===== src/rtl/srt2_div_sequencer.sv =====
// Control sequencer for the 8-bit SRT radix-2 divider: normalise M, run WIDTH
// signed-digit iterations, correct a negative remainder, then denormalise it.
module srt2_div_sequencer #(
  parameter int WIDTH = 8
) (
  input  logic       clk,
  input  logic       reset,
  input  logic       start,
  input  logic       m_zero,
  input  logic       m_msb,
  input  logic [2:0] a_top,
  output logic       load,
  output logic       lshift_m,
  output logic       lshift_aq,
  output logic       sub,
  output logic       add,
  output logic       q_wr,
  output logic       q_pos,
  output logic       q_neg,
  output logic       q_dec,
  output logic       rshift_a,
  output logic       busy,
  output logic       done,
  output logic       div_zero,
  output logic [3:0] dbg_state
);

  localparam int CW = (WIDTH > 2) ? $clog2(WIDTH) : 1;
  localparam logic [CW-1:0] LAST = CW'(WIDTH - 1);

  typedef enum logic [3:0] {
    S_IDLE, S_LOAD, S_NORM, S_SHIFT, S_OP, S_CORRECT, S_DENORM, S_DONE, S_ERR
  } state_t;

  state_t        state;
  logic [CW-1:0] k;
  logic [CW-1:0] step;
  logic          norm_go;
  logic          digit_pos;
  logic          digit_neg;

  // Keep shifting M up until its MSB is set, capped at WIDTH-1 shifts.
  assign norm_go   = (state == S_NORM) && !m_msb && (k < LAST);
  assign digit_pos = !a_top[2] && (a_top[1] || a_top[0]);
  assign digit_neg = a_top[2] && !(a_top[1] && a_top[0]);
  assign dbg_state = state;

  always_ff @(posedge clk) begin
    if (reset) begin
      state <= S_IDLE;
      k     <= '0;
      step  <= '0;
    end else begin
      case (state)
        S_IDLE: begin
          if (start) state <= m_zero ? S_ERR : S_LOAD;
        end
        S_LOAD: begin
          k     <= '0;
          step  <= '0;
          state <= S_NORM;
        end
        S_NORM: begin
          if (norm_go) k <= k + CW'(1);
          else         state <= S_SHIFT;
        end
        S_SHIFT: state <= S_OP;
        S_OP: begin
          if (step == LAST) begin
            state <= S_CORRECT;
          end else begin
            step  <= step + CW'(1);
            state <= S_SHIFT;
          end
        end
        S_CORRECT: state <= (k != '0) ? S_DENORM : S_DONE;
        S_DENORM: begin
          k <= k - CW'(1);
          if (k == CW'(1)) state <= S_DONE;
        end
        S_DONE:  state <= S_IDLE;
        S_ERR:   state <= S_IDLE;
        default: state <= S_IDLE;
      endcase
    end
  end

  // Outputs decode the registered state; NORM, OP and CORRECT also look at
  // the datapath status in the same cycle.
  always_comb begin
    load      = 1'b0;
    lshift_m  = 1'b0;
    lshift_aq = 1'b0;
    sub       = 1'b0;
    add       = 1'b0;
    q_wr      = 1'b0;
    q_pos     = 1'b0;
    q_neg     = 1'b0;
    q_dec     = 1'b0;
    rshift_a  = 1'b0;
    done      = 1'b0;
    div_zero  = 1'b0;
    busy      = (state != S_IDLE);
    case (state)
      S_LOAD: load = 1'b1;
      S_NORM: begin
        lshift_m  = norm_go;
        lshift_aq = norm_go;
      end
      S_SHIFT: lshift_aq = 1'b1;
      S_OP: begin
        q_wr  = 1'b1;
        q_pos = digit_pos;
        q_neg = digit_neg;
        sub   = digit_pos;
        add   = digit_neg;
      end
      S_CORRECT: begin
        add   = a_top[2];
        q_dec = a_top[2];
      end
      S_DENORM: rshift_a = 1'b1;
      S_DONE:   done = 1'b1;
      S_ERR: begin
        done     = 1'b1;
        div_zero = 1'b1;
      end
      default: ;
    endcase
  end

endmodule


===== config.mk =====
export PLATFORM = sky130hd
export DESIGN_NAME = srt2_div_sequencer
export DESIGN_NICKNAME = d
export VERILOG_FILES = /design/src/rtl/srt2_div_sequencer.sv
export SDC_FILE = /design/constraint.sdc
export NUM_CORES = 1
export LEC_CHECK = 0
export BUFFER_PORTS_ARGS = -buffer_cell sky130_fd_sc_hd__buf_2
export CELL_PAD_IN_SITES_DETAIL_PLACEMENT = 0
export CELL_PAD_IN_SITES_GLOBAL_PLACEMENT = 1
export CORE_MARGIN = 1
export CORE_UTILIZATION = 38
export DETAILED_ROUTE_END_ITERATION = 8
export PLACE_DENSITY_LB_ADDON = 0.1
export SYNTH_ARGS = -nofsm -noshare
export SYNTH_HDL_FRONTEND = slang
export SYNTH_SLANG_ARGS = --single-unit

===== constraint.sdc =====
create_clock -name clk -period 2.7 [get_ports clk]
set_input_delay 0.135 -clock clk [delete_from_list [all_inputs] [get_ports clk]]
set_output_delay 0.135 -clock clk [all_outputs]
set_load 0.01 [all_outputs]

### After elaboration in Yosys (flattened, before gate mapping)

Index checks and enable logic that the tools add are counted.

| cells by class | value |
|---|---|
| add/subtract/negate cells | 3 |
| magnitude comparators | 1 |
| equal/unequal tests | 15 |
| multiplexer cells | 22 |
| reduce and logical (&&, ||, !) cells | 18 |

Operators with widths:

| operator | count |
|---|---|
| $pmux W4 S7 | 1 |
| $eq A4 B3 Y1 const B | 4 |
| $mux W4 | 4 |
| $mux W1 | 10 |
| $ne A2 B2 Y1 const B | 5 |
| $mux W3 | 3 |
| $pmux W3 S3 | 1 |
| $eq A4 B2 Y1 const B | 2 |
| $add A3 B1 Y3 const B | 2 |
| $pmux W3 S2 | 1 |
| $reduce_bool A3 Y1 | 2 |
| $logic_and A1 B1 Y1 | 5 |
| $eq A4 B1 Y1 const B | 1 |
| $eq A4 B4 Y1 const B | 1 |
| $logic_not A4 Y1 | 1 |
| $pmux W1 S2 | 2 |
| $reduce_and A2 Y1 | 2 |
| $reduce_bool A4 Y1 | 1 |
| $eq A3 B1 Y1 const B | 1 |
| $eq A3 B3 Y1 const B | 1 |
| $logic_not A1 Y1 | 3 |
| $lt A3 B3 Y1 const B | 1 |
| $reduce_and A3 Y1 | 1 |
| $sub A3 B1 Y3 const B | 1 |
| 3 further kinds | 3 |

| word-level totals | value |
|---|---|
| bits in registers | 10 |
| input bits | 8 |
| logic and storage cells | 62 |

### Depth between registers and ports, before layout

| depth | value |
|---|---|
| word-level depth | 5 |
| mapped depth | 6 |
| gate-level depth less buffers | 6 |

### Worst setup path before layout

OpenSTA, ideal clock, no wires.

| path | value |
|---|---|
| path type | reg-to-output |
| from | register state[1], in the netlist dbg_state[1] |
| to | output port sub |
| data arrival time | 1.711 ns |
| data required time | 2.565 ns |
| slack | 0.854 ns |
| cell stages (with the launch flop) | 5 |
| cells stage by stage | dfxtp_1 -> clkbuf_1 -> nor4b_2 -> nor3b_1 -> buf_4 |

| between the ends | value |
|---|---|
| cells in the longest elaborated chain, start to end | 2 |

RTL lines:

| what | RTL line | text |
|---|---|---|
| start: declaration | 35 | `state_t state;` |
| start signal: assignment | 56 | `if (start) state <= m_zero ? S_ERR : S_LOAD;` |
| start signal: assignment | 76 | `S_CORRECT: state <= (k != '0) ? S_DENORM : S_DONE;` |
| $eq A4 B3 Y1 | -- |  |
| $mux W1 | -- |  |
| end: declaration | 15 | `output logic sub,` |

Every way passes these cells.

### Final worst setup path

| path | value |
|---|---|
| from | register state[2], in the netlist dbg_state[2] |
| to | output port sub |

| between the ends | value |
|---|---|
| cells in the longest elaborated chain, start to end | 2 |

RTL lines:

| what | RTL line | text |
|---|---|---|
| $eq A4 B3 Y1 | 104 | `case (state)` |
| $mux W1 | 104 |  |

Every way passes these cells.

==> parameters.txt <==
Parameter                              Value

Synthesis
  Instance count of the mapped netlist ... 91
  Total nets after synthesis ... between 100 and 150
  Mean area per synthesized cell ... 8.46 sq um
  Sequential cell area fraction in the yosys report ... 0.260
  Count of different cell masters after synthesis ... 37
  Post-Synthesis Cell Area ... 769 sq um
  Seq cells post-synth ... 10
  Total of warnings raised by yosys ... 0

Clock tree
  Number of buffers created by CTS ... 3
  Clock root buffer ... clkbuf_4
  CTS max path bufs ... 2
  CTS Sinks ... 10
  Post-CTS setup buffer count ... 0
  CTS Hold Buffers Added ... 0
  Level count of the clock H-tree ... 1
  TritonCTS clock tree ... built
  Insertion delay to the later sink of the worst-skew pair ... 0.27 ns
  Clock transition time at the flip-flop clock pins of the worst setup and hold paths ... ~0.07 ns
  Gates resized, CTS repair ... 0

Cells and area
  Final-stage net count ... between 100 and 150
  Final design instance area without fill ... approximately 920 sq um
  Fraction of layout instances using a drive strength above 1 ... 0.310
  Util after Layout ... 0.507
  Final non-filler cell total ... roughly 140
  Ant. Diodes ... 0
  Most used cells in the layout excluding fill and tap cells ... buf_2, nor2_1, dfxtp_1
  Area growth from synthesis to final layout ... 19.8%
  Commonest non-fill, non-tap cell in the layout ... buf_2

Pwr
  Switch share ... 0.311
  Register share of total power ... 0.435
  Power density relative to cell area ... about 440 nW/um^2
  Share of total power in combinational logic ... 0.222
  Lkg Pwr ... 0.000437 uW
  Worst-case vdd ir drop ... 0.000218 V
  Internal power summed over all cells ... approximately 280 uW
  Power share of the clock group ... 0.343
  Switching pwr ... around 130 uW

GRT
  Initial antenna violation count ... 0
  Combined global-route utilization of all metal layers ... 0.176
  Gr ovfl total ... 0
  Global-route wire length before repair ... between 2 and 3 mm
  Pin count of the biggest net entering global routing ... 17
  Via count of the first global-routing pass ... between 600 and 700

Detailed routing
  Total DRC errors in the routed layout ... 0
  First drt pass iteration count ... 3
  Post-detailed-route via-to-cell ratio ... a little over 5
  Vias ... around 700
  Final wirelength ... between 1.5 and 2 mm
  Final ANT Viol Nets ... 0
  Initial detailed-routing violation count ... 4
  Routed len/inst ... 11.9 um

Status
  Outcome ... completed

STA
  Final Hold Vio Count ... 0
  Max Fclk ... around 490 MHz
  Fraction of the cycle the final worst path needs ... 0.759
  Final Critical Period ... just over 2 ns
  Finish-stage setup viols ... 0
  Max Slew Vio Count ... 0
  Clock Skews ... between 0.002 and 0.003 ns
  Worst-Margin Slew ... 0.552 ns
  Max-slew headroom ... 0.631
  Worst hold-check slack ... 0.144 ns
  Final setup TNS ... 0 ns
  Setup repair after global routing missed its margin ... false

Worst setup path
  Worst Path Class, Setup ... reg -> out
  Highest net fanout along the worst path ... 14
  Required time reported for the critical path endpoint ... about 2.6 ns
  Worst Setup Start Kind ... flip-flop
  Kind of end point of the critical path ... output pin
  Crit path DAT ... 1.91 ns

Floorplanning
  FP Rows ... 15
  Height of the die ... roughly 47 um
  Die X ... about 47 um
  Area of the die ... approximately 2200 sq um
  Core area ... between 1500 and 2000 sq um
  Io pins ... 25
  Starting density of the core ... 0.423

Worst hold path
  Worst hold path class ... in -> reg

Placement
  Cell Count Post-Placement ... 134
  Routability cong. ... roughly 0.77
  Placed Instance Area ... approximately 900 sq um
  Total of buffers placed on input and output ports ... 24
  DP HPWL ... around 1.3 mm

Flow run
  Max cap viols ... 0
## worst max-delay path, cell delays in order, from the launching register on
cell	delay, ns
dfxtp_1	0.67
nor4b_2	0.51
nor3b_1	0.29
buf_2	0.18
## power by group through the flow
stage / sequential [uW] / clock [uW] / combinational [uW]
global route: 177 / 149 / 99.5
global placement: 178 / 0 / 90.7
finish: 175 / 138 / 89.2
CTS: 175 / 143 / 90.1
floorplan: 167 / 0 / 72.3
detailed placement: 178 / 0 / 89.6
## per-stage QoR
stage / setup WS [ns] / total power, uW
6_report: 0.651 / 402
5_1_grt: 0.435 / 426
4_1_cts: 0.614 / 408
3_5_place_dp: 0.917 / 268
3_3_place_gp: 0.907 / 269
2_1_floorplan: 0.854 / 239
## cell families (layout without fill, tap and decap cells)
logic type / after synthesis / in the layout / synth area share
simple gates: 40 / 40 / 0.346
compound gates: 19 / 19 / 0.172
buf+inv: 12 / 34 / 0.0748
flops: 10 / 10 / 0.260
fa+ha+maj: 6 / 6 / 0.0976
xor+xnor: 2 / 2 / 0.0228
mux: 2 / 2 / 0.0260
## cell type report
cell class	count	area [sq um]
fillers	194	898
inverters	6	22.5
flip-flops and latches	10	200
multi-input cells	69	512
repair buffers	24	120
clock buffers	4	36.3
well taps	25	31.3
## synthesized netlist by cell type
library cell	n	area (sq um)
a31o_2	1	8.76
xnor2_1	2	17.5
o211a_1	1	10.0
and3_1	3	18.8
mux2i_1	2	20.0
o2111ai_1	2	17.5
a21oi_1	6	30.0
nor2b_1	3	18.8
inv_1	6	22.5
and4bb_1	1	12.5
buf_4	1	7.51
or2_2	1	6.26
nand2_1	7	26.3
or4_1	2	15.0
buf_1	1	3.75
nor4b_1	1	8.76
or3_1	1	6.26
o21ai_0	3	15.0
and4_1	1	8.76
ha_1	6	75.1
nand2b_1	1	6.26
a31oi_1	1	6.26
nor3_1	1	5.00
nor4b_4	1	23.8
dfxtp_1	10	200
o21ai_1	1	5.00
nor4b_2	3	45.0
nand3_1	1	5.00
a311o_1	1	10.0
nor2_1	10	37.5
nor3b_1	3	22.5
a21boi_0	1	7.51
a211oi_2	1	12.5
o311a_1	1	10.0
clkbuf_1	2	7.51
buf_6	1	11.3
buf_2	1	5.00
## path summary, 6_finish.rpt
path	from	endpoint	slack (ns)	depth (start not counted)
worst min-delay path	reset	step[1]	0.14	2
worst max register to register	dbg_state[1]	k[2]	0.91	4
worst min register to register	step[1]	step[1]	0.46	2
worst max-delay path	dbg_state[2]	sub	0.65	3
## routing by layer
metal	wire length, um	track usage	up-vias
li1	-	-	372
met1	813	0.224	313
met2	749	0.289	14
met3	52	0.0385	4
met4	29	0.0743	0
met5	0	0	-
## flip-flops by register name, summed over array words and instances, names as in the netlist
name       cells
step           3
dbg_state      4
k              3
Note: power is estimated with default switching activity, not from simulation.
